$ cat config.mk
export PLATFORM = sky130hd
export DESIGN_NAME = sync_fifo_param
export DESIGN_NICKNAME = d
export VERILOG_FILES = /design/src/rtl/sync_fifo_pkg.sv /design/src/rtl/sync_fifo_param_mem.sv /design/src/rtl/sync_fifo_param.sv
export SDC_FILE = /design/constraint.sdc
export NUM_CORES = 1
export LEC_CHECK = 0
export ABC_AREA = 0
export ABC_CLOCK_PERIOD_IN_PS = 3500
export CAP_MARGIN = 20
export CORE_ASPECT_RATIO = 1.1
export CORE_UTILIZATION = 59
export CTS_CLUSTER_SIZE = 14
export DETAILED_ROUTE_END_ITERATION = 6
export PLACE_DENSITY = 0.79
export SLEW_MARGIN = 20
export SYNTH_ARGS = -nofsm -noshare
export SYNTH_HDL_FRONTEND = slang
export SYNTH_HIERARCHICAL = 1
export SYNTH_SLANG_ARGS = --single-unit
export TNS_END_PERCENT = 1
$ cat constraint.sdc
create_clock -name clk -period 3.5 [get_ports clk]
set_input_delay 1.05 -clock clk [delete_from_list [all_inputs] [get_ports clk]]
set_output_delay 1.05 -clock clk [all_outputs]
set_load 0.03 [all_outputs]
$ cat src/rtl/sync_fifo_pkg.sv
// Shared sizing helpers and parameter-legality checks for sync_fifo_param.
// Includes the count width calculation and range checks on the thresholds.
package sync_fifo_pkg;

  function automatic int cnt_w(input int depth);
    return $clog2(depth) + 1;
  endfunction

  function automatic bit width_ok(input int w);
    return w >= 1;
  endfunction

  function automatic bit depth_ok(input int d);
    return (d >= 2) && ((d & (d - 1)) == 0);
  endfunction

  function automatic bit af_ok(input int t, input int d);
    return (t >= 1) && (t <= d);
  endfunction

  function automatic bit ae_ok(input int t, input int d);
    return (t >= 0) && (t <= d - 1);
  endfunction

endpackage

$ cat src/rtl/sync_fifo_param_mem.sv
// FIFO storage: one write port and a registered, resettable read port.
// The array itself is never reset.
module sync_fifo_mem #(
  parameter int DATA_W = 8,
  parameter int DEPTH  = 16,
  parameter int AW     = $clog2(DEPTH)
) (
  input  logic              clk,
  input  logic              rst_n,
  input  logic              i_we,
  input  logic [AW-1:0]     i_waddr,
  input  logic [DATA_W-1:0] i_wdata,
  input  logic              i_re,
  input  logic [AW-1:0]     i_raddr,
  output logic [DATA_W-1:0] o_rdata
);

  logic [DATA_W-1:0] r_mem [DEPTH];
  logic [DATA_W-1:0] r_rdata;

  always_ff @(posedge clk) begin
    if (i_we) r_mem[i_waddr] <= i_wdata;
  end

  // Same-edge read of the slot being written returns the old word.
  always_ff @(posedge clk or negedge rst_n) begin
    if (!rst_n) begin
      r_rdata <= '0;
    end else if (i_re) begin
      r_rdata <= r_mem[i_raddr];
    end
  end

  assign o_rdata = r_rdata;

endmodule

$ cat src/rtl/sync_fifo_param.sv
// Parametrised synchronous FIFO with occupancy, almost flags and rd strobe.
// Sticky overflow/underflow flags exist only when SYNC_FIFO_ERR_EN is defined.
module sync_fifo_param
  import sync_fifo_pkg::*;
#(
  parameter int DATA_W    = 8,
  parameter int DEPTH     = 16,
  parameter int AF_THRESH = DEPTH - 2,
  parameter int AE_THRESH = 2
) (
  input  logic                     clk,
  input  logic                     rst_n,
  input  logic                     wr_en_i,
  input  logic [DATA_W-1:0]        data_i,
  output logic                     full_o,
  output logic                     almost_full_o,
  input  logic                     rd_en_i,
  output logic [DATA_W-1:0]        data_o,
  output logic                     rd_valid_o,
  output logic                     empty_o,
  output logic                     almost_empty_o,
  output logic [cnt_w(DEPTH)-1:0]  count_o,
  input  logic                     err_clr_i,
  output logic                     overflow_o,
  output logic                     underflow_o
);

  localparam int AW = $clog2(DEPTH);
  localparam int CW = cnt_w(DEPTH);

  if (!width_ok(DATA_W)) begin : g_bad_width
    $error("sync_fifo_param: DATA_W must be >= 1");
  end
  if (!depth_ok(DEPTH)) begin : g_bad_depth
    $error("sync_fifo_param: DEPTH must be a power of two >= 2");
  end
  if (!af_ok(AF_THRESH, DEPTH)) begin : g_bad_af
    $error("sync_fifo_param: AF_THRESH out of range 1..DEPTH");
  end
  if (!ae_ok(AE_THRESH, DEPTH)) begin : g_bad_ae
    $error("sync_fifo_param: AE_THRESH out of range 0..DEPTH-1");
  end

  logic [AW-1:0] r_wr_ptr;
  logic [AW-1:0] r_rd_ptr;
  logic [CW-1:0] r_count;
  logic          r_rd_valid;
  logic          w_full;
  logic          w_empty;
  logic          w_wr_acc;
  logic          w_rd_acc;

  assign w_full   = (r_count == CW'(DEPTH));
  assign w_empty  = (r_count == '0);
  // No bypass: a read on empty is refused even alongside a write.
  assign w_rd_acc = rd_en_i && !w_empty;
  assign w_wr_acc = wr_en_i && (!w_full || w_rd_acc);

  always_ff @(posedge clk or negedge rst_n) begin
    if (!rst_n) begin
      r_wr_ptr   <= '0;
      r_rd_ptr   <= '0;
      r_count    <= '0;
      r_rd_valid <= 1'b0;
    end else begin
      r_rd_valid <= w_rd_acc;
      if (w_wr_acc) r_wr_ptr <= r_wr_ptr + AW'(1);
      if (w_rd_acc) r_rd_ptr <= r_rd_ptr + AW'(1);
      case ({w_wr_acc, w_rd_acc})
        2'b10:   r_count <= r_count + CW'(1);
        2'b01:   r_count <= r_count - CW'(1);
        default: r_count <= r_count;
      endcase
    end
  end

  sync_fifo_mem #(
    .DATA_W (DATA_W),
    .DEPTH  (DEPTH),
    .AW     (AW)
  ) u_mem (
    .clk     (clk),
    .rst_n   (rst_n),
    .i_we    (w_wr_acc),
    .i_waddr (r_wr_ptr),
    .i_wdata (data_i),
    .i_re    (w_rd_acc),
    .i_raddr (r_rd_ptr),
    .o_rdata (data_o)
  );

  assign full_o         = w_full;
  assign empty_o        = w_empty;
  assign almost_full_o  = (r_count >= CW'(AF_THRESH));
  assign almost_empty_o = (r_count <= CW'(AE_THRESH));
  assign count_o        = r_count;
  assign rd_valid_o     = r_rd_valid;

`ifdef SYNC_FIFO_ERR_EN
  logic r_ovf;
  logic r_udf;

  // A new rejection outranks a clear arriving on the same edge.
  always_ff @(posedge clk or negedge rst_n) begin
    if (!rst_n) begin
      r_ovf <= 1'b0;
      r_udf <= 1'b0;
    end else begin
      if (wr_en_i && !w_wr_acc) r_ovf <= 1'b1;
      else if (err_clr_i)       r_ovf <= 1'b0;
      if (rd_en_i && !w_rd_acc) r_udf <= 1'b1;
      else if (err_clr_i)       r_udf <= 1'b0;
    end
  end

  assign overflow_o  = r_ovf;
  assign underflow_o = r_udf;
`else
  logic w_unused_clr;
  assign w_unused_clr = err_clr_i;
  assign overflow_o   = 1'b0;
  assign underflow_o  = 1'b0;
`endif

endmodule

==> results of run 1 <==
## area by class of cell
class	count	area [µm²]
Fill cell	647	2989
Sequential cell	150	4394
Multi-Input combinational cell	162	1694
Tap cell	143	178.9
Timing Repair Buffer	59	518.0
Inverter	2	7.507
Clock inverter	8	101.3
Clock buffer	24	461.7
## flip-flops by register name, indices dropped and copies added, names as in the netlist
signal	cells
r_rd_ptr	4
r_wr_ptr	4
rd_valid_o	1
count_o	5
u_mem/o_rdata	8
u_mem/r_mem	128
## layout by cell type (no fill, tap or decap), types with 3 or more instances in the layout
cell,instances
sky130_fd_sc_hd__o21ai_0,5
sky130_fd_sc_hd__a21o_1,4
sky130_fd_sc_hd__nand2_1,7
sky130_fd_sc_hd__nor2_1,23
sky130_fd_sc_hd__ha_1,5
sky130_fd_sc_hd__clkinvlp_4,3
sky130_fd_sc_hd__edfxtp_1,128
sky130_fd_sc_hd__nor3_1,5
sky130_fd_sc_hd__dfrtp_1,22
sky130_fd_sc_hd__nand3_1,5
sky130_fd_sc_hd__mux4_2,26
sky130_fd_sc_hd__mux4_1,6
sky130_fd_sc_hd__mux2i_1,10
sky130_fd_sc_hd__nand2b_1,5
sky130_fd_sc_hd__o22ai_1,9
sky130_fd_sc_hd__clkbuf_16,17
sky130_fd_sc_hd__xnor2_1,5
sky130_fd_sc_hd__buf_4,30
sky130_fd_sc_hd__a221oi_2,8
sky130_fd_sc_hd__clkbuf_1,6
sky130_fd_sc_hd__clkdlybuf4s50_1,28
sky130_fd_sc_hd__xor2_1,3
sky130_fd_sc_hd__a21oi_1,3
## through the flow
stage | hold slack, ps | instance area, µm² | power, W
global route | 568.9 | 7356 | 0.006547
floorplan | 446.8 | 6252 | 0.003987
global placement | 512.4 | 6790 | 0.004492
CTS | 550.9 | 7353 | 0.006310
finish | 550.3 | 7356 | 0.006278
detailed placement | 520.8 | 6790 | 0.004576
## cells by family (layout without fill, tap and decap cells)
family | count (synthesis) | in the layout | share of synthesized area, %
AOI/OAI and AO/OA | 41 | 41 | 5.647
other | 1 | 2 | 0.06001
and+or+nand+nor | 61 | 61 | 4.926
xor gates and xnor gates | 8 | 8 | 1.121
buffers and inverters | 22 | 93 | 2.683
muxes | 44 | 44 | 13.92
DFF | 150 | 150 | 70.32
adders and majority gates | 6 | 6 | 1.322
## final timing paths
| path | endpoint | slack [ps] | cells past startpoint |
|---|---|---|---|
| max reg2reg | count_o[4] | 880 | 10 |
| min | r_wr_ptr[3] | 550 | 1 |
| max | empty_o | 220 | 6 |
| min in group asynchronous | count_o[3] | 1000 | 2 |
| min reg2reg | r_wr_ptr[3] | 550 | 1 |
| max in group asynchronous | u_mem/o_rdata[5] | 2250 | 2 |
## layer usage
layer  up-vias  track usage, %
met5         -               0
met1      1670           30.69
met3        30           7.057
met4         0           11.90
li1       1471               -
met2       125           37.13
## power by group
part,total (W),switching [W],internal (W)
registers,0.00251,0.000275,0.00223
clock network,0.00172,0.000658,0.00107
logic,0.00205,0.00108,0.000961
total,0.00628,0.00202,0.00426
## worst max-delay path: cells and delay by family, from the launching register on
family	cells	cell delay (ps)
AND/OR/NAND/NOR	2	340
buffers and inverters	4	1090
flip-flops	1	370
## timing repair
item / in CTS / in global routing
endpoints found under the setup margin: 0 / 1
endpoints found under the hold margin: 0 / 0
gates resized for setup: 0 / 1
==> impl_metrics.prom, run 1 <==
# TYPE chip_impl_metric gauge
chip_impl_info{name="outcome",value="finished, final reports clean"} 1
chip_impl_metric{name="grt_start_max_net_pins",unit=""} 35
chip_impl_metric{name="period_needed",unit="ps"} 3279
chip_impl_info{name="cts_tree",value="yes"} 1
chip_impl_metric{name="netlist_instances",unit=""} 333
chip_impl_info{name="critPathCaptureType",value="output port"} 1
chip_impl_metric{name="start_util",unit="%"} 60.40
chip_impl_metric{name="h-tree-depth",unit=""} 4
chip_impl_metric{name="clk_latency",unit="ps"} 420
chip_impl_info{name="dr.max_layer_used",value="met4"} 1
chip_impl_metric{name="core_area",unit="mm²"} 0.01034
chip_impl_info{name="synth-main-ff-cell",value="sky130_fd_sc_hd__edfxtp_1"} 1
chip_impl_metric{name="fin_util",unit="%"} 71.11
chip_impl_metric{name="grt_use_total",unit="%"} 23.77
chip_impl_metric{name="worst_setup_skew_after_layout",unit="ps"} 9.212
chip_impl_info{name="worstSetupPathType",value="reg2out"} 1
chip_impl_metric{name="cts.sink_count",unit=""} 150
chip_impl_metric{name="cts_buffers",unit=""} 17
chip_impl_metric{name="wl",unit="µm"} 11880
chip_impl_metric{name="first_pass_iters",unit=""} 4
chip_impl_metric{name="synth_async_sr_flop_share",unit="%"} 14.67
chip_impl_metric{name="worst_slack",unit="ps"} 221.0
chip_impl_metric{name="final_layout_size_suffix_gt1_share",unit="%"} 24.44
chip_impl_metric{name="post-cts-setup-buffer-count",unit=""} 0
chip_impl_info{name="list_of_most_frequent_post_synthesis_cells",value="sky130_fd_sc_hd__edfxtp_1 (128), sky130_fd_sc_hd__mux4_2 (26), sky130_fd_sc_hd__nor2_1 (23), sky130_fd_sc_hd__dfrtp_1 (22), sky130_fd_sc_hd__mux2i_1 (10)"} 1
chip_impl_metric{name="detailed_place_hpwl",unit="µm"} 7695
chip_impl_metric{name="grt_antenna_before_repair",unit=""} 0
chip_impl_metric{name="avgRoutedWirePerCell",unit="µm"} 21.67
chip_impl_info{name="timing.critical_path.mode_cell",value="sky130_fd_sc_hd__buf_4"} 1
chip_impl_info{name="slowest_stage",value="sky130_fd_sc_hd__clkdlybuf4s50_1"} 1
chip_impl_info{name="hold_path_class",value="reg2reg"} 1
chip_impl_info{name="crit_path_cell_trace",value="buf_4, nor4_2, buf_4, nand2_1, inv_1, clkdlybuf4s50_1"} 1
chip_impl_metric{name="gp_congestion",unit=""} 0.7893
chip_impl_metric{name="critPathMaxStageDelay",unit="ps"} 650
chip_impl_info{name="yosysTopAreaCell",value="sky130_fd_sc_hd__edfxtp_1"} 1
chip_impl_metric{name="global_route.overflow_total",unit=""} 0
chip_impl_info{name="yosysMostFrequentCell",value="sky130_fd_sc_hd__edfxtp_1"} 1
chip_impl_info{name="netlist_top_cells_area",value="sky130_fd_sc_hd__edfxtp_1 (62%), sky130_fd_sc_hd__mux4_2 (9.4%), sky130_fd_sc_hd__dfrtp_1 (8.8%)"} 1
chip_impl_metric{name="synth.ff_latch_count",unit=""} 150
chip_impl_metric{name="tightestPinTransition",unit="ps"} 954.6
chip_impl_metric{name="synth_seq_area_share",unit="%"} 70.32
chip_impl_metric{name="total_number_of_yosys_warnings",unit=""} 6
chip_impl_info{name="cp-startpoint",value="count_o[1]"} 1
chip_impl_metric{name="grt_pass1_vias",unit=""} 3380
chip_impl_metric{name="slew_viol_final",unit=""} 0
chip_impl_metric{name="post-route-period-util",unit="%"} 93.69
chip_impl_metric{name="top_level_ports",unit=""} 33
chip_impl_metric{name="placement.io_buffers",unit=""} 29
chip_impl_metric{name="synth.avg_cell_area",unit="µm²"} 18.76
chip_impl_metric{name="worst_setup_hold_path_clk_slew",unit="ps"} 60
chip_impl_metric{name="hold_buffers",unit=""} 0
chip_impl_metric{name="post-route-drc-count",unit=""} 0
chip_impl_metric{name="dieHeight",unit="µm"} 109.9
chip_impl_metric{name="syn_to_final_growth",unit="%"} 17.72
chip_impl_info{name="cts.root.buffer_cell",value="sky130_fd_sc_hd__clkbuf_16"} 1
chip_impl_metric{name="dp_cells",unit=""} 516
chip_impl_metric{name="timing.max_cap.violations",unit=""} 0
chip_impl_metric{name="drt.antenna.violating_nets",unit=""} 0
chip_impl_metric{name="peakVddDrop",unit="mV"} 0.5346
chip_impl_metric{name="cp_max_fo",unit=""} 9
chip_impl_metric{name="netlist_area_pre_place",unit="mm²"} 0.006248
chip_impl_metric{name="clock_path_buffers",unit=""} 2
chip_impl_metric{name="synth_top_cell_area_share",unit="%"} 61.51
chip_impl_metric{name="power.static_leakage",unit="nW"} 2.596
chip_impl_metric{name="finish.cell_count_without_fillers",unit=""} 548
chip_impl_metric{name="routed_via_count",unit=""} 3296
chip_impl_metric{name="grt_pass1_wl",unit="µm"} 18290
chip_impl_metric{name="max_freq",unit="MHz"} 305.0
chip_impl_metric{name="max-slew-margin-rel",unit="%"} 36.36
chip_impl_metric{name="routed_wire_length_on_met3",unit="µm"} 634
chip_impl_metric{name="timing.final.setup_violations",unit=""} 0
chip_impl_metric{name="final-hold-violation-count",unit=""} 0
chip_impl_metric{name="power_density",unit="mW/mm²"} 853.5
chip_impl_metric{name="row_count",unit=""} 39
chip_impl_metric{name="via_per_inst",unit=""} 6.015
chip_impl_metric{name="finish.net_count",unit=""} 411
chip_impl_metric{name="die_area",unit="mm²"} 0.01101
chip_impl_metric{name="timing.critical_path.arrival",unit="ps"} 2230
chip_impl_info{name="launch_point_of_the_worst_hold_path",value="r_wr_ptr[3]"} 1
chip_impl_metric{name="synth_edf_count",unit=""} 128
chip_impl_metric{name="worst_ep_required_time",unit="ps"} 2450
chip_impl_metric{name="die_w",unit="µm"} 100.1
chip_impl_metric{name="insertedDiodeCount",unit=""} 0
chip_impl_metric{name="fin_tns_setup",unit="ps"} 0
chip_impl_info{name="setup_repair_after_global_routing_missed_its_margin",value="no"} 1
chip_impl_info{name="critical_path.reg2reg.startpoint",value="count_o[1]"} 1
chip_impl_metric{name="met2WireLength",unit="µm"} 5913
chip_impl_metric{name="route.layer.met1.wl",unit="µm"} 4932
chip_impl_info{name="setup.worst_path.start_class",value="flip-flop"} 1
chip_impl_metric{name="drt_first_iter_violations",unit=""} 344
chip_impl_metric{name="dp_slack",unit="ps"} 182.5
chip_impl_metric{name="synth.lib_cells_used.distinct",unit=""} 49
Note: power is estimated with default switching activity, not from simulation.
==> run 2: changes to the inputs <==
- ABC_AREA: 0 -> 1
- MAX_ROUTING_LAYER: unset -> met4
- PLACE_DENSITY: 0.79 -> 0.78
- SETUP_SLACK_MARGIN: unset -> 0.02
==> run 2 against run 1 <==
Net effect: hold slack got worse by 67 ps; largest cell class unchanged; routed wire length increased by 15%; maximum frequency increased by 5.7%; register-to-register slack improved by 370 ps; clock power increased by 2%.
==> impl_metrics.prom, run 2 <==
# TYPE chip_impl_metric gauge
chip_impl_metric{name="via_per_inst",unit=""} 5.554
chip_impl_info{name="min_delay_worst_endpoint",value="u_mem/o_rdata[4]"} 1
chip_impl_metric{name="h-tree-depth",unit=""} 4
chip_impl_info{name="cts_tree",value="yes"} 1
chip_impl_info{name="cts.root.buffer_cell",value="sky130_fd_sc_hd__clkbuf_16"} 1
chip_impl_metric{name="fin_util",unit="%"} 70.10
chip_impl_metric{name="final_layout_size_suffix_gt1_share",unit="%"} 10.75
chip_impl_metric{name="synth_top_cell_area_share",unit="%"} 59.44
chip_impl_metric{name="start_util",unit="%"} 61.35
chip_impl_metric{name="worstPathBufferInverterCount",unit=""} 1
chip_impl_metric{name="worst_setup_skew_after_layout",unit="ps"} 4.397
chip_impl_metric{name="avgRoutedWirePerCell",unit="µm"} 17.81
chip_impl_metric{name="timing.final.setup_violations",unit=""} 0
chip_impl_metric{name="holdWs",unit="ps"} 483.1
chip_impl_info{name="worstSetupPathType",value="reg2out"} 1
chip_impl_info{name="setup_repair_after_global_routing_missed_its_margin",value="no"} 1
chip_impl_metric{name="placement.io_buffers",unit=""} 29
chip_impl_metric{name="insertedDiodeCount",unit=""} 0
chip_impl_metric{name="finish.net_count",unit=""} 629
chip_impl_info{name="synth-main-ff-cell",value="sky130_fd_sc_hd__edfxtp_1"} 1
chip_impl_metric{name="clock_path_buffers",unit=""} 2
chip_impl_metric{name="die_w",unit="µm"} 101.8
chip_impl_metric{name="largest_register_ffs",unit=""} 128
chip_impl_info{name="netlist_top_cells_area",value="sky130_fd_sc_hd__edfxtp_1 (59%), sky130_fd_sc_hd__nand2_1 (13%), sky130_fd_sc_hd__dfrtp_1 (8.5%)"} 1
chip_impl_info{name="yosysTopAreaCell",value="sky130_fd_sc_hd__edfxtp_1"} 1
chip_impl_info{name="critPathTopFamily",value="buffers and inverters"} 1
chip_impl_metric{name="cts-resized-gates",unit=""} 0
chip_impl_info{name="mostFrequentLayoutCells",value="sky130_fd_sc_hd__nand2_1 (216), sky130_fd_sc_hd__edfxtp_1 (128), sky130_fd_sc_hd__nand3_1 (104)"} 1
chip_impl_metric{name="wl",unit="µm"} 13640
chip_impl_info{name="mostFrequentLayoutCell",value="sky130_fd_sc_hd__nand2_1"} 1
chip_impl_info{name="setup.worst_path.start_class",value="flip-flop"} 1
chip_impl_metric{name="detailed_place_hpwl",unit="µm"} 8174
chip_impl_metric{name="grt_start_max_net_pins",unit=""} 68
chip_impl_metric{name="netlist_area_pre_place",unit="mm²"} 0.006466
chip_impl_metric{name="hold_buffers",unit=""} 0
chip_impl_info{name="outcome",value="finished, final reports clean"} 1
chip_impl_metric{name="slew_viol_final",unit=""} 0
chip_impl_metric{name="top_level_ports",unit=""} 33
chip_impl_metric{name="first_pass_iters",unit=""} 5
chip_impl_info{name="launch_point_of_the_worst_hold_path",value="u_mem/o_rdata[4]"} 1
chip_impl_metric{name="global_route.overflow_total",unit=""} 0
chip_impl_metric{name="whs_path_depth",unit=""} 2
chip_impl_metric{name="dieHeight",unit="µm"} 111.8
chip_impl_metric{name="final-hold-violation-count",unit=""} 0
chip_impl_metric{name="synth.avg_cell_area",unit="µm²"} 11.36
chip_impl_metric{name="placed_cell_area",unit="mm²"} 0.006808
chip_impl_info{name="crit_path_cell_trace",value="a2111oi_0, clkdlybuf4s50_1"} 1
chip_impl_metric{name="count_of_cells_along_the_worst_register_to_register_path",unit=""} 13
chip_impl_metric{name="synth_edf_count",unit=""} 128
chip_impl_metric{name="synth.ff_latch_count",unit=""} 150
chip_impl_metric{name="gp_congestion",unit=""} 0.8555
chip_impl_metric{name="max_freq",unit="MHz"} 322.2
chip_impl_metric{name="row_count",unit=""} 39
chip_impl_metric{name="power.static_leakage",unit="nW"} 2.939
chip_impl_metric{name="synth_seq_area_share",unit="%"} 67.96
chip_impl_metric{name="core_area",unit="mm²"} 0.01054
chip_impl_metric{name="netlist_instances",unit=""} 569
chip_impl_metric{name="cts_buffers",unit=""} 17
chip_impl_metric{name="cp_max_fo",unit=""} 6
chip_impl_metric{name="routed_via_count",unit=""} 4254
chip_impl_metric{name="clk_latency",unit="ps"} 420
chip_impl_metric{name="synth_async_sr_flop_share",unit="%"} 14.67
chip_impl_metric{name="syn_to_final_growth",unit="%"} 14.26
chip_impl_metric{name="period_needed",unit="ps"} 3104
chip_impl_metric{name="drt.antenna.violating_nets",unit=""} 0
chip_impl_metric{name="reg2reg_setup_slack",unit="ps"} 1250
chip_impl_info{name="regMostFlops",value="u_mem/r_mem"} 1
chip_impl_metric{name="worst_ep_required_time",unit="ps"} 2450
chip_impl_metric{name="timing.critical_path.arrival",unit="ps"} 2050
chip_impl_metric{name="grt_pass1_vias",unit=""} 4284
chip_impl_metric{name="tightestPinTransition",unit="ps"} 933.3
chip_impl_metric{name="post-route-period-util",unit="%"} 88.67
chip_impl_metric{name="grt_pass1_wl",unit="µm"} 21760
chip_impl_metric{name="max-slew-margin-rel",unit="%"} 37.71
chip_impl_metric{name="timing.max_cap.violations",unit=""} 0
chip_impl_metric{name="peakVddDrop",unit="mV"} 0.7640
chip_impl_metric{name="stdcell_area",unit="mm²"} 0.007388
chip_impl_metric{name="grt_use_total",unit="%"} 27.37
chip_impl_metric{name="synth.lib_cells_used.distinct",unit=""} 28
chip_impl_metric{name="grt_antenna_before_repair",unit=""} 0
chip_impl_info{name="yosysMostFrequentCell",value="sky130_fd_sc_hd__nand2_1"} 1
chip_impl_metric{name="power_density",unit="mW/mm²"} 875.7
chip_impl_metric{name="post-route-drc-count",unit=""} 0
chip_impl_info{name="critPathCaptureType",value="output port"} 1
chip_impl_metric{name="cts.sink_count",unit=""} 150
chip_impl_metric{name="drt_first_iter_violations",unit=""} 437
chip_impl_metric{name="post-cts-setup-buffer-count",unit=""} 0
chip_impl_info{name="critical_path.reg2reg.startpoint",value="count_o[0]"} 1
chip_impl_info{name="slowest_stage",value="sky130_fd_sc_hd__clkdlybuf4s50_1"} 1
chip_impl_metric{name="fin_tns_setup",unit="ps"} 0
chip_impl_info{name="r2r-end",value="count_o[4]"} 1
chip_impl_info{name="hold_path_class",value="reg2reg"} 1
chip_impl_metric{name="critPathMaxStageDelay",unit="ps"} 750
chip_impl_metric{name="total_number_of_yosys_warnings",unit=""} 6
chip_impl_info{name="list_of_most_frequent_post_synthesis_cells",value="sky130_fd_sc_hd__nand2_1 (216), sky130_fd_sc_hd__edfxtp_1 (128), sky130_fd_sc_hd__nand3_1 (104), sky130_fd_sc_hd__dfrtp_1 (22), sky130_fd_sc_hd__nor2_1 (18)"} 1
chip_impl_metric{name="die_area",unit="mm²"} 0.01138
chip_impl_metric{name="worst_setup_hold_path_clk_slew",unit="ps"} 60
run 2: kinds of logic (layout without fill, tap and decap cells):
logic type / after synthesis / in the layout / synth area share (%)
simple gates: 348 / 348 / 23.12
flops: 150 / 150 / 67.96
buf+inv: 46 / 99 / 5.399
compound gates: 9 / 9 / 0.9676
xor+xnor: 9 / 9 / 1.219
fa+ha+maj: 6 / 6 / 1.277
other cells: 1 / 2 / 0.05799
run 2: worst max-delay path by stage:
stage                           from             end  slack, ps  cells after the start
after CTS                 count_o[1]  almost_empty_o        360                      2
after global routing      count_o[1]  almost_empty_o        320                      2
after global placement       rd_en_i      count_o[4]        540                     12
final                     count_o[1]  almost_empty_o        400                      2
after detailed placement     rd_en_i      count_o[4]        490                     12
after floorplan           count_o[1]  almost_empty_o        270                      1
run 2: final cells by class:
type / count / area, µm²
timing repair buffer: 48 / 427.9
multi-input combinational: 374 / 1727
clock buffer: 19 / 452.9
tap: 143 / 178.9
sequential: 150 / 4395
clock inverter: 13 / 131.4
inverter: 19 / 75.07
fill: 718 / 3152
run 2: metrics by stage:
step                instances  total power, W  setup slack, ps
finish                    766        0.006470            396.5
global route              766        0.006814            322.5
CTS                       766        0.006476            362.8
detailed placement        734        0.004693            490.3
global placement          734        0.004606            544.9
floorplan                 570        0.004135            265.8
run 2: report_power, final:
part	leakage [nW]	internal, W	switching (W)
Clock	0.288	0.00108	0.000685
Sequential	1.42	0.00221	0.000184
Combinational	1.23	0.000743	0.00157
run 2: worst register-to-register path, delay by kind of cell (launching register included):
family | cells | cell delay, ps
fa+ha+maj | 1 | 340
compound gates | 1 | 210
buf+inv | 3 | 230
simple gates | 8 | 900
flops | 1 | 470
run 2: routing by layer:
metal	vias to the layer above	track usage, %	wire [µm]
li1	2018	-	-
met1	2054	33.98	5496
met2	147	41.58	6733
met3	35	7.282	915
met4	0	13.62	493
met5	-	-	0
==> run 3: changes to the inputs <==
- SYNTH_HIERARCHICAL: 1 -> unset
==> run 3 against run 2 <==
Net effect: the run now ends with DRC left; die area grew 3.9%; register-to-register slack gained 50 ps; worst setup slack lost 29 ps; hold slack lost 1.8 ps; first-iteration DRC count shrank 12%; cell area grew 4.0%; routed wire length grew 4.5%; cell count grew 8.5%; sequential cell count is the same; synthesized cell count grew 13%; global-route usage shrank 0.17 points; via count grew 5.2%.
==> impl_metrics.prom, run 3 <==
# TYPE chip_impl_metric gauge
chip_impl_info{name="outcome",value="complete, but fails checks"} 1
chip_impl_info{name="failed_checks",value="DRC"} 1
chip_impl_metric{name="syn_to_final_growth",unit="%"} 14.21
chip_impl_metric{name="power.static_leakage",unit="nW"} 3.303
chip_impl_metric{name="post-route-drc-count",unit=""} 1
chip_impl_info{name="critical_path.reg2reg.startpoint",value="count_o[0]"} 1
chip_impl_metric{name="final-hold-violation-count",unit=""} 0
chip_impl_metric{name="via_per_inst",unit=""} 5.385
chip_impl_metric{name="comb_power_share",unit="%"} 34.0
chip_impl_metric{name="die_area",unit="mm²"} 0.01183
chip_impl_metric{name="fin_tns_setup",unit="ps"} 0
chip_impl_metric{name="fillers",unit=""} 770
chip_impl_info{name="list_of_most_frequent_post_synthesis_cells",value="sky130_fd_sc_hd__nand2_1 (218), sky130_fd_sc_hd__edfxtp_1 (128), sky130_fd_sc_hd__inv_1 (87), sky130_fd_sc_hd__nand3_1 (86), sky130_fd_sc_hd__dfrtp_1 (22)"} 1
chip_impl_info{name="mostFrequentLayoutCells",value="sky130_fd_sc_hd__nand2_1 (218), sky130_fd_sc_hd__edfxtp_1 (128), sky130_fd_sc_hd__inv_1 (87)"} 1
chip_impl_metric{name="tightestPinTransition",unit="ps"} 1023
chip_impl_metric{name="worst_setup_skew_after_layout",unit="ps"} 9.175
chip_impl_info{name="worstSetupPathType",value="reg2out"} 1
chip_impl_metric{name="detailed_place_hpwl",unit="µm"} 8575
chip_impl_metric{name="routed_via_count",unit=""} 4475
chip_impl_metric{name="finish.net_count",unit=""} 693
chip_impl_metric{name="clock_path_buffers",unit=""} 2
chip_impl_info{name="synth-main-ff-cell",value="sky130_fd_sc_hd__edfxtp_1"} 1
chip_impl_metric{name="peakVddDrop",unit="mV"} 0.5494
chip_impl_metric{name="final_layout_size_suffix_gt1_share",unit="%"} 8.626
chip_impl_metric{name="dp_cells",unit=""} 799
chip_impl_metric{name="netlist_area_pre_place",unit="mm²"} 0.006725
chip_impl_metric{name="first_pass_iters",unit=""} 7
chip_impl_metric{name="dieHeight",unit="µm"} 114.0
chip_impl_metric{name="placed_cell_area",unit="mm²"} 0.007044
chip_impl_info{name="mostFrequentLayoutCell",value="sky130_fd_sc_hd__nand2_1"} 1
chip_impl_metric{name="synth.avg_cell_area",unit="µm²"} 10.48
chip_impl_metric{name="period_needed",unit="ps"} 3132
chip_impl_info{name="yosysTopAreaCell",value="sky130_fd_sc_hd__edfxtp_1"} 1
chip_impl_info{name="setup_repair_after_global_routing_missed_its_margin",value="no"} 1
chip_impl_metric{name="timing.critical_path.arrival",unit="ps"} 2080
chip_impl_info{name="crit_path_cell_trace",value="a2111oi_0, clkdlybuf4s50_1"} 1
chip_impl_metric{name="timing.final.setup_violations",unit=""} 0
chip_impl_metric{name="top_level_ports",unit=""} 33
chip_impl_info{name="hold_path_class",value="reg2reg"} 1
chip_impl_metric{name="worst_setup_hold_path_clk_slew",unit="ps"} 60
chip_impl_metric{name="sw_frac_of_total",unit="%"} 36.86
chip_impl_metric{name="power.share.sequential",unit="%"} 36.4
chip_impl_metric{name="start_util",unit="%"} 61.08
chip_impl_metric{name="cts.sink_count",unit=""} 150
chip_impl_metric{name="grt_start_max_net_pins",unit=""} 75
chip_impl_info{name="slowest_stage",value="sky130_fd_sc_hd__clkdlybuf4s50_1"} 1
chip_impl_metric{name="max-slew-margin-rel",unit="%"} 31.82
chip_impl_metric{name="slew_viol_final",unit=""} 0
chip_impl_metric{name="synth_top_cell_area_share",unit="%"} 57.15
chip_impl_metric{name="cts_buffers",unit=""} 17
chip_impl_metric{name="avgRoutedWirePerCell",unit="µm"} 17.15
chip_impl_metric{name="cts-resized-gates",unit=""} 0
chip_impl_info{name="yosysMostFrequentCell",value="sky130_fd_sc_hd__nand2_1"} 1
chip_impl_metric{name="total_number_of_yosys_warnings",unit=""} 0
chip_impl_metric{name="clk_latency",unit="ps"} 430
chip_impl_metric{name="synth_edf_count",unit=""} 128
chip_impl_info{name="cts.root.buffer_cell",value="sky130_fd_sc_hd__clkbuf_16"} 1
chip_impl_metric{name="internal_power",unit="W"} 0.004179
chip_impl_metric{name="power_density",unit="mW/mm²"} 861.6
chip_impl_info{name="setup.worst_path.start_class",value="flip-flop"} 1
chip_impl_metric{name="grt_pass1_vias",unit=""} 4369
chip_impl_metric{name="grt_use_total",unit="%"} 27.20
chip_impl_metric{name="gp_congestion",unit=""} 0.8152
chip_impl_info{name="netlist_top_cells_area",value="sky130_fd_sc_hd__edfxtp_1 (57%), sky130_fd_sc_hd__nand2_1 (12%), sky130_fd_sc_hd__dfrtp_1 (8.2%)"} 1
chip_impl_metric{name="drt_first_iter_violations",unit=""} 383
chip_impl_info{name="critPathCaptureType",value="output port"} 1
chip_impl_info{name="cts_tree",value="yes"} 1
chip_impl_metric{name="synth_async_sr_flop_share",unit="%"} 14.67
chip_impl_metric{name="power.clock.fraction",unit="%"} 29.6
chip_impl_metric{name="largest_register_ffs",unit=""} 128
chip_impl_metric{name="max_freq",unit="MHz"} 319.3
chip_impl_metric{name="row_count",unit=""} 40
chip_impl_metric{name="finish.cell_count_without_fillers",unit=""} 831
chip_impl_metric{name="post-cts-setup-buffer-count",unit=""} 0
chip_impl_metric{name="wl",unit="µm"} 14250
chip_impl_metric{name="hold_buffers",unit=""} 0
chip_impl_metric{name="synth.lib_cells_used.distinct",unit=""} 30
chip_impl_metric{name="timing.max_cap.violations",unit=""} 0
chip_impl_metric{name="total_switching_power",unit="W"} 0.002439
chip_impl_metric{name="die_w",unit="µm"} 103.8
chip_impl_metric{name="grt_antenna_before_repair",unit=""} 0
chip_impl_metric{name="worst_ep_required_time",unit="ps"} 2450
chip_impl_metric{name="synth_seq_area_share",unit="%"} 65.34
chip_impl_metric{name="cp_max_fo",unit=""} 6
chip_impl_metric{name="netlist_instances",unit=""} 642
chip_impl_metric{name="grt_pass1_wl",unit="µm"} 22900
chip_impl_info{name="cp-startpoint",value="count_o[0]"} 1
chip_impl_metric{name="post-route-period-util",unit="%"} 89.49
chip_impl_metric{name="core_area",unit="mm²"} 0.01101
chip_impl_metric{name="global_route.overflow_total",unit=""} 0
chip_impl_info{name="regMostFlops",value="u_mem.r_mem"} 1
chip_impl_metric{name="h-tree-depth",unit=""} 4
chip_impl_info{name="launch_point_of_the_worst_hold_path",value="u_mem.o_rdata[3]"} 1
chip_impl_metric{name="drt.antenna.violating_nets",unit=""} 0
chip_impl_metric{name="placement.io_buffers",unit=""} 29
chip_impl_metric{name="stdcell_area",unit="mm²"} 0.007681
chip_impl_metric{name="critPathMaxStageDelay",unit="ps"} 750
chip_impl_metric{name="synth.ff_latch_count",unit=""} 150
chip_impl_metric{name="insertedDiodeCount",unit=""} 0
==> run 3: cell types whose count changed after synthesis, moves of 5 or more <==
cell / delta
sky130_fd_sc_hd__inv_1: +72
sky130_fd_sc_hd__nand3_1: -18
sky130_fd_sc_hd__buf_2: +12
sky130_fd_sc_hd__o211ai_1: +8
sky130_fd_sc_hd__clkbuf_8: -7
sky130_fd_sc_hd__buf_4: -6
sky130_fd_sc_hd__xnor2_1: -5
==> run 3: path summary, 6_finish.rpt <==
path                                          to  slack, ps  depth (start not counted)
worst min register to register  u_mem.o_rdata[3]        480                          2
worst max-delay path              almost_empty_o        370                          2
worst min-delay path            u_mem.o_rdata[3]        480                          2
min in group asynchronous             count_o[4]        970                          2
worst max register to register        count_o[4]       1300                         13
max in group asynchronous            r_rd_ptr[0]       2290                          2
==> run 3: final cells by class <==
class	instances	area, µm²	area share, %
clock buffers	18	429.2	5.587
clock inverters	14	207.7	2.704
inverters	93	351.6	4.577
multi-input cells	371	1755	22.85
flip-flops and latches	150	4395	57.22
well taps	147	183.9	2.395
repair buffers	38	357.8	4.659
==> run 3: critical path, delay by kind of cell, from the launching register on <==
kind	cells	cell delay (ps)
AO/OA/AOI/OAI	1	460
flip-flops	1	450
buffers and inverters	1	750
==> run 3: through the flow <==
stage	hold WS (ps)	setup WS, ps	total power, W	utilization [%]
after floorplan	563.7	277.6	0.004065	-
after global placement	466.0	467.5	0.004548	63.98
after detailed placement	469.0	397.4	0.004627	63.98
after CTS	484.9	332.7	0.006619	69.76
after global routing	505.5	240.7	0.006950	69.76
final	481.3	367.8	0.006618	69.76
==> run 3: cell families (layout without fill, tap and decap cells) <==
group	count (synthesis)	count (layout)	synth area share (%)
AO/OA/AOI/OAI	19	19	1.972
XOR/XNOR	8	8	1.154
adder cells (fa/ha/maj)	9	9	1.786
buffers and inverters	122	163	8.614
flip-flops	150	150	65.34
other	1	2	0.05576
AND/OR/NAND/NOR	333	333	21.08
==> run 3: routing by layer <==
layer  share of wire [%]  GRT usage, %
met4                 2.3         12.29
met1                  41         34.36
met2                  50         42.37
met5                   0             -
met3                 6.7         6.400
==> run 3: power by group through the flow <==
stage | Sequential [W] | Combinational, W | Clock (W)
2_1_floorplan | 0.00251 | 0.00156 | 0
3_3_place_gp | 0.00242 | 0.00212 | 0
3_5_place_dp | 0.00243 | 0.00219 | 0
4_1_cts | 0.00240 | 0.00224 | 0.00198
5_1_grt | 0.00244 | 0.00247 | 0.00204
6_report | 0.00241 | 0.00225 | 0.00196
